$ cat config.mk
export PLATFORM = sky130hd
export DESIGN_NAME = countdown_ctrl
export DESIGN_NICKNAME = d
export VERILOG_FILES = /design/src/rtl/countdown_ctrl.sv
export SDC_FILE = /design/constraint.sdc
export NUM_CORES = 1
export LEC_CHECK = 0
export CAP_MARGIN = 20
export CORE_MARGIN = 2
export CORE_UTILIZATION = 36
export CTS_CLUSTER_SIZE = 40
export DETAILED_ROUTE_END_ITERATION = 7
export GPL_TIMING_DRIVEN = 0
export PLACE_DENSITY_LB_ADDON = 0.2
export SLEW_MARGIN = 20
export SYNTH_ARGS = -nofsm -noshare
export SYNTH_HDL_FRONTEND = slang
export SYNTH_SLANG_ARGS = --single-unit
$ cat constraint.sdc
create_clock -name clk -period 2.21 [get_ports clk]
set_input_delay 0.442 -clock clk [delete_from_list [all_inputs] [get_ports clk]]
set_output_delay 0.442 -clock clk [all_outputs]
set_load 0.05 [all_outputs]
$ cat src/rtl/countdown_ctrl.sv
// Control stage for the 4-digit BCD countdown counter: turns start/stop and clear
// pulses into count ticks (en) and load strobes (clr), and blinks an alarm on expiry.
module countdown_ctrl #(
  parameter int unsigned TICK_DIV  = 100_000_000,
  parameter int unsigned BLINK_DIV = 50_000_000
) (
  input  logic clk,
  input  logic reset,
  input  logic start_stop,
  input  logic clear,
  input  logic zero,
  output logic en,
  output logic clr,
  output logic running,
  output logic alarm
);

  localparam int unsigned PW = $clog2(TICK_DIV);
  localparam int unsigned BW = $clog2(BLINK_DIV) + 1;
  localparam logic [PW-1:0] TickLast  = PW'(TICK_DIV - 1);
  localparam logic [BW-1:0] BlinkLast = BW'(BLINK_DIV - 1);

  typedef enum logic [2:0] {StLoad, StIdle, StRun, StPause, StAlarm} state_e;

  state_e        r_state, w_state_d;
  logic [PW-1:0] r_presc, w_presc_d;
  logic [BW-1:0] r_blink, w_blink_d;
  logic          r_en, w_en_d;
  logic          r_clr, w_clr_d;
  logic          r_running, w_running_d;
  logic          r_alarm, w_alarm_d;

  logic w_stay_run;
  logic w_keep_presc;

  // State register.
  always_ff @(posedge clk) begin
    if (reset) begin
      r_state <= StLoad;
    end else begin
      r_state <= w_state_d;
    end
  end

  // Next-state logic; priority is clear > zero > start_stop in every state.
  always_comb begin
    w_state_d = r_state;
    unique case (r_state)
      StLoad: w_state_d = StIdle;
      StIdle: begin
        if (clear)                    w_state_d = StLoad;
        else if (start_stop && !zero) w_state_d = StRun;
      end
      StRun: begin
        if (clear)           w_state_d = StLoad;
        else if (zero)       w_state_d = StAlarm;
        else if (start_stop) w_state_d = StPause;
      end
      StPause: begin
        if (clear)           w_state_d = StLoad;
        else if (zero)       w_state_d = StAlarm;
        else if (start_stop) w_state_d = StRun;
      end
      StAlarm: begin
        if (clear)           w_state_d = StLoad;
        else if (start_stop) w_state_d = StIdle;
      end
      default: w_state_d = StLoad;
    endcase
  end

  // Output and counter next values, all computed for registering.
  always_comb begin
    w_stay_run   = (r_state == StRun) && (w_state_d == StRun);
    // Prescaler survives RUN<->PAUSE so a paused tick period resumes where it stopped.
    w_keep_presc = ((r_state == StRun) || (r_state == StPause)) &&
                   ((w_state_d == StRun) || (w_state_d == StPause));

    w_presc_d = '0;
    if (w_stay_run) begin
      w_presc_d = (r_presc == TickLast) ? '0 : r_presc + PW'(1);
    end else if (w_keep_presc) begin
      w_presc_d = r_presc;
    end

    w_en_d      = w_stay_run && (r_presc == TickLast);
    w_clr_d     = (w_state_d == StLoad);
    w_running_d = (w_state_d == StRun);

    w_blink_d = '0;
    w_alarm_d = 1'b0;
    if ((r_state == StAlarm) && (w_state_d == StAlarm)) begin
      if (r_blink == BlinkLast) begin
        w_blink_d = '0;
        w_alarm_d = ~r_alarm;
      end else begin
        w_blink_d = r_blink + BW'(1);
        w_alarm_d = r_alarm;
      end
    end else if (w_state_d == StAlarm) begin
      w_alarm_d = 1'b1;
    end
  end

  // Output and counter registers; clr resets high because reset lands in LOAD.
  always_ff @(posedge clk) begin
    if (reset) begin
      r_presc   <= '0;
      r_blink   <= '0;
      r_en      <= 1'b0;
      r_clr     <= 1'b1;
      r_running <= 1'b0;
      r_alarm   <= 1'b0;
    end else begin
      r_presc   <= w_presc_d;
      r_blink   <= w_blink_d;
      r_en      <= w_en_d;
      r_clr     <= w_clr_d;
      r_running <= w_running_d;
      r_alarm   <= w_alarm_d;
    end
  end

  assign en      = r_en;
  assign clr     = r_clr;
  assign running = r_running;
  assign alarm   = r_alarm;

endmodule
==> run_results.csv <==
group,metric,value,unit
logic_synthesis,yosys_warnings,0,
cts,clockBufferDepth,2,
logic_synthesis,syn-instance-count,339,
setup_path,r2r_slack,130,ps
final_layout,nets,372,
logic_synthesis,ys_top_cells_by_area,"dfxtp_1 (42%), xnor2_1 (6.3%), nor2_1 (5.4%)",
sta,post-route-period-util,0.952,
final_layout,area_delta_synth_final,18.8,%
setup_path,reg2reg_to,"r_presc[23]",
setup_path,required,2470,ps
sta,max_slew.worst_pin.slew,535,ps
route,drt_iter0_drc,153,
logic_synthesis,syn_area,0.00293,sq mm
cts,ctsRootBufferMaster,"clkbuf_8",
final_layout,drive_above_1_share,0.130,
cts,cts_num_sinks,61,
min_path,hold_path.class,"reg2reg",
global_routing,grt_max_degree,11,
placement,io_buffers,8,
floorplanning,ios,9,
route,antenna_left,0,
setup_path,crit_slowest_cell,"clkdlybuf4s50_1",
global_routing,grt_pass1_wl,11.3,mm
logic_synthesis,ys_seq_area_frac,0.416,
logic_synthesis,synth-edff-count,0,
logic_synthesis,ys.flop_type,"dfxtp_1",
setup_path,crit_path_end,"r_presc[17]",
status,status,"finished clean",
final_layout,fillerInstances,794,
final_layout,final-seq-area,0.00122,sq mm
power_and_ir_drop,power_density,602,mW/mm^2
route,wl_per_cell,13.8,um
cts,hold_buffers,0,
route,drc,0,
final_layout,fin_area,0.00348,sq mm
setup_path,crit_arrival,2360,ps
setup_path,cp_max_fo,10,
global_routing,grt_pass1_vias,2303,
route,drt_wl_total,6.52,mm
final_layout,multiInputGateArea,0.00173,sq mm
final_layout,diodes,0,
cts,cts_made_buffers,9,
floorplanning,die_area,0.00889,sq mm
placement,dp_hpwl,4.38,mm
sta,fin_skew,10.1,ps
sta,hold_ws,448,ps
sta,max_slew_margin,0.641,
logic_synthesis,synth.largest_area_cell,"dfxtp_1",
placement,placed_cells,449,
route,routed_via_density,5.41,
cts,clock_latency,340,ps
sta,tns,0,ps
floorplanning,start_util,0.376,
placement,dpl_cell_area,0.00314,sq mm
flow_run,drv_cap,0,
logic_synthesis,synth_top_area_frac,0.416,
route,drt_pass1_iterations,8,
sta,fmax,0.475,GHz
logic_synthesis,ys_types,51,
logic_synthesis,async_flop_share,0,
setup_path,startpoint,"reset",
floorplanning,num_rows,32,
power_and_ir_drop,irDropWorstVdd,0.000347,V
cts,cts.clk_slew.worst_paths,70,ps
cts,htree_levels,3,
cts,cts_tree,"done",
setup_path,crit_type,"in2reg",
route,vias,2549,
setup_path,max_stage_delay,490,ps
setup_path,cpMostUsedCell,"buf_6",
sta,period_needed,2100,ps
logic_synthesis,syn_avg_cell_area,8.66,sq um
sta,finalHoldViolCount,0,
placement,gp_congestion,0.745,
floorplanning,coreArea,0.00781,sq mm
global_routing,grt.overflow.total,0,
logic_synthesis,netlist_top_cells_count,"dfxtp_1 (61), nor2_1 (42), nand2_1 (35), nand3_1 (23), xnor2_1 (21)",
min_path,min_path_cells,1,
setup_path,end_kind,"flop",
sta,slew_violations,0,
power_and_ir_drop,power.leakage,1.23,nW
logic_synthesis,synth-seq-cells,61,
setup_path,r2r_cells,7,
floorplanning,die_w,94.3,um
setup_path,crit_chain,"clkdlybuf4s50_1 -> nor4_4 -> nand3_1 -> a21oi_4 -> buf_6 -> buf_6 -> nand2_1 -> a31oi_1",
logic_synthesis,yosysMostFrequentCell,"dfxtp_1",
logic_synthesis,synthesis.nets,346,
final_layout,final_cells,471,
sta,setup_viol,0,
setup_path,rr_startpoint,"r_presc[17]",
global_routing,grt_antenna_before_repair,0,
setup_path,cp-start-kind,"primary input",
floorplanning,die_h,94.3,um
global_routing,gr-usage-all-layers,0.163,
-- area by class of cell --
type                            instances  share of cell area
Timing Repair Buffer                   15              0.0381
Inverter                                3             0.00323
Clock buffer                           12              0.0474
Sequential cell                        61               0.350
Tap cell                              102              0.0366
Multi-Input combinational cell        265               0.498
Buffer                                 10              0.0208
Clock inverter                          3             0.00575
-- cells in the final DEF (no fill, tap or decap), types with 2 or more instances in the layout --
cell             count
dfxtp_1             61
nor2_1              39
nand2_1             35
nand3_1             22
xnor2_1             21
a31oi_1             14
a21oi_1             14
nand4_1             13
and3_1              12
clkbuf_8            12
xor2_1              10
buf_4                9
a22o_1               8
nor4_1               8
clkdlybuf4s50_1      8
nor3_1               7
nor4_4               5
nand3b_1             5
a21o_1               4
and4_1               4
nor2_2               3
buf_6                3
inv_1                3
and3b_1              3
clkbuf_1             2
or4b_4               2
a41oi_1              2
nor3_2               2
and2_1               2
or3_1                2
o21ai_1              2
o21ai_0              2
nand2b_1             2
ha_1                 2
clkinvlp_4           2
-- report_power, final --
| part | leakage, nW | internal, mW | switching, mW |
|---|---|---|---|
| clock | 0.0905 | 0.491 | 0.453 |
| sequential | 0.492 | 1.10 | 0.00349 |
| combinational | 0.649 | 0.0210 | 0.0264 |
| total | 1.23 | 1.61 | 0.483 |
-- through the flow --
step / util / setup WS [ps] / power [mW]
after floorplan: - / 341 / 1.15
after global placement: 0.402 / -498 / 1.17
after detailed placement: 0.402 / -521 / 1.17
after CTS: 0.428 / 14.0 / 2.12
after global routing: 0.446 / -34.3 / 2.18
final: 0.446 / 107 / 2.10
-- per-layer routing --
layer	track usage	share of wire
met1	0.240	0.51
met2	0.229	0.44
met3	0.0417	0.035
met4	0.0580	0.014
met5	0	0
-- logic make-up after synthesis --
group,synth area share
fa+ha+maj,0.00853
buf+inv,0.0273
xor+xnor,0.0925
simple gates,0.327
compound gates,0.128
flops,0.416
-- repair_timing --
| item | CTS | global route |
|---|---|---|
| endpoints found under the hold margin | 0 | 0 |
| setup endpoints to repair | 40 | 44 |
| buffers inserted | 0 | 7 |
| pin swaps | 0 | 3 |
| resized for setup | 3 | 17 |
-- how the worst min path moves through the flow --
stage / from / endpoint / slack [ps]
after floorplan: r_blink[0] / r_blink[0] / 410
after global placement: r_blink[0] / r_blink[0] / 430
after detailed placement: r_blink[0] / r_blink[0] / 430
after CTS: r_blink[0] / r_blink[0] / 440
after global routing: r_blink[0] / r_blink[0] / 470
final: r_blink[0] / r_blink[0] / 450
-- critical path: cells and delay by family --
family | cells | cell delay [ps]
compound gates | 2 | 410
buf+inv | 3 | 840
simple gates | 3 | 680
-- flip-flops by register name, indices dropped and copies added, names as in the netlist --
signal	flops
r_blink	27
alarm	1
running	1
r_presc	27
clr	1
r_state	3
en	1
Note: power is estimated with default switching activity, not from simulation.
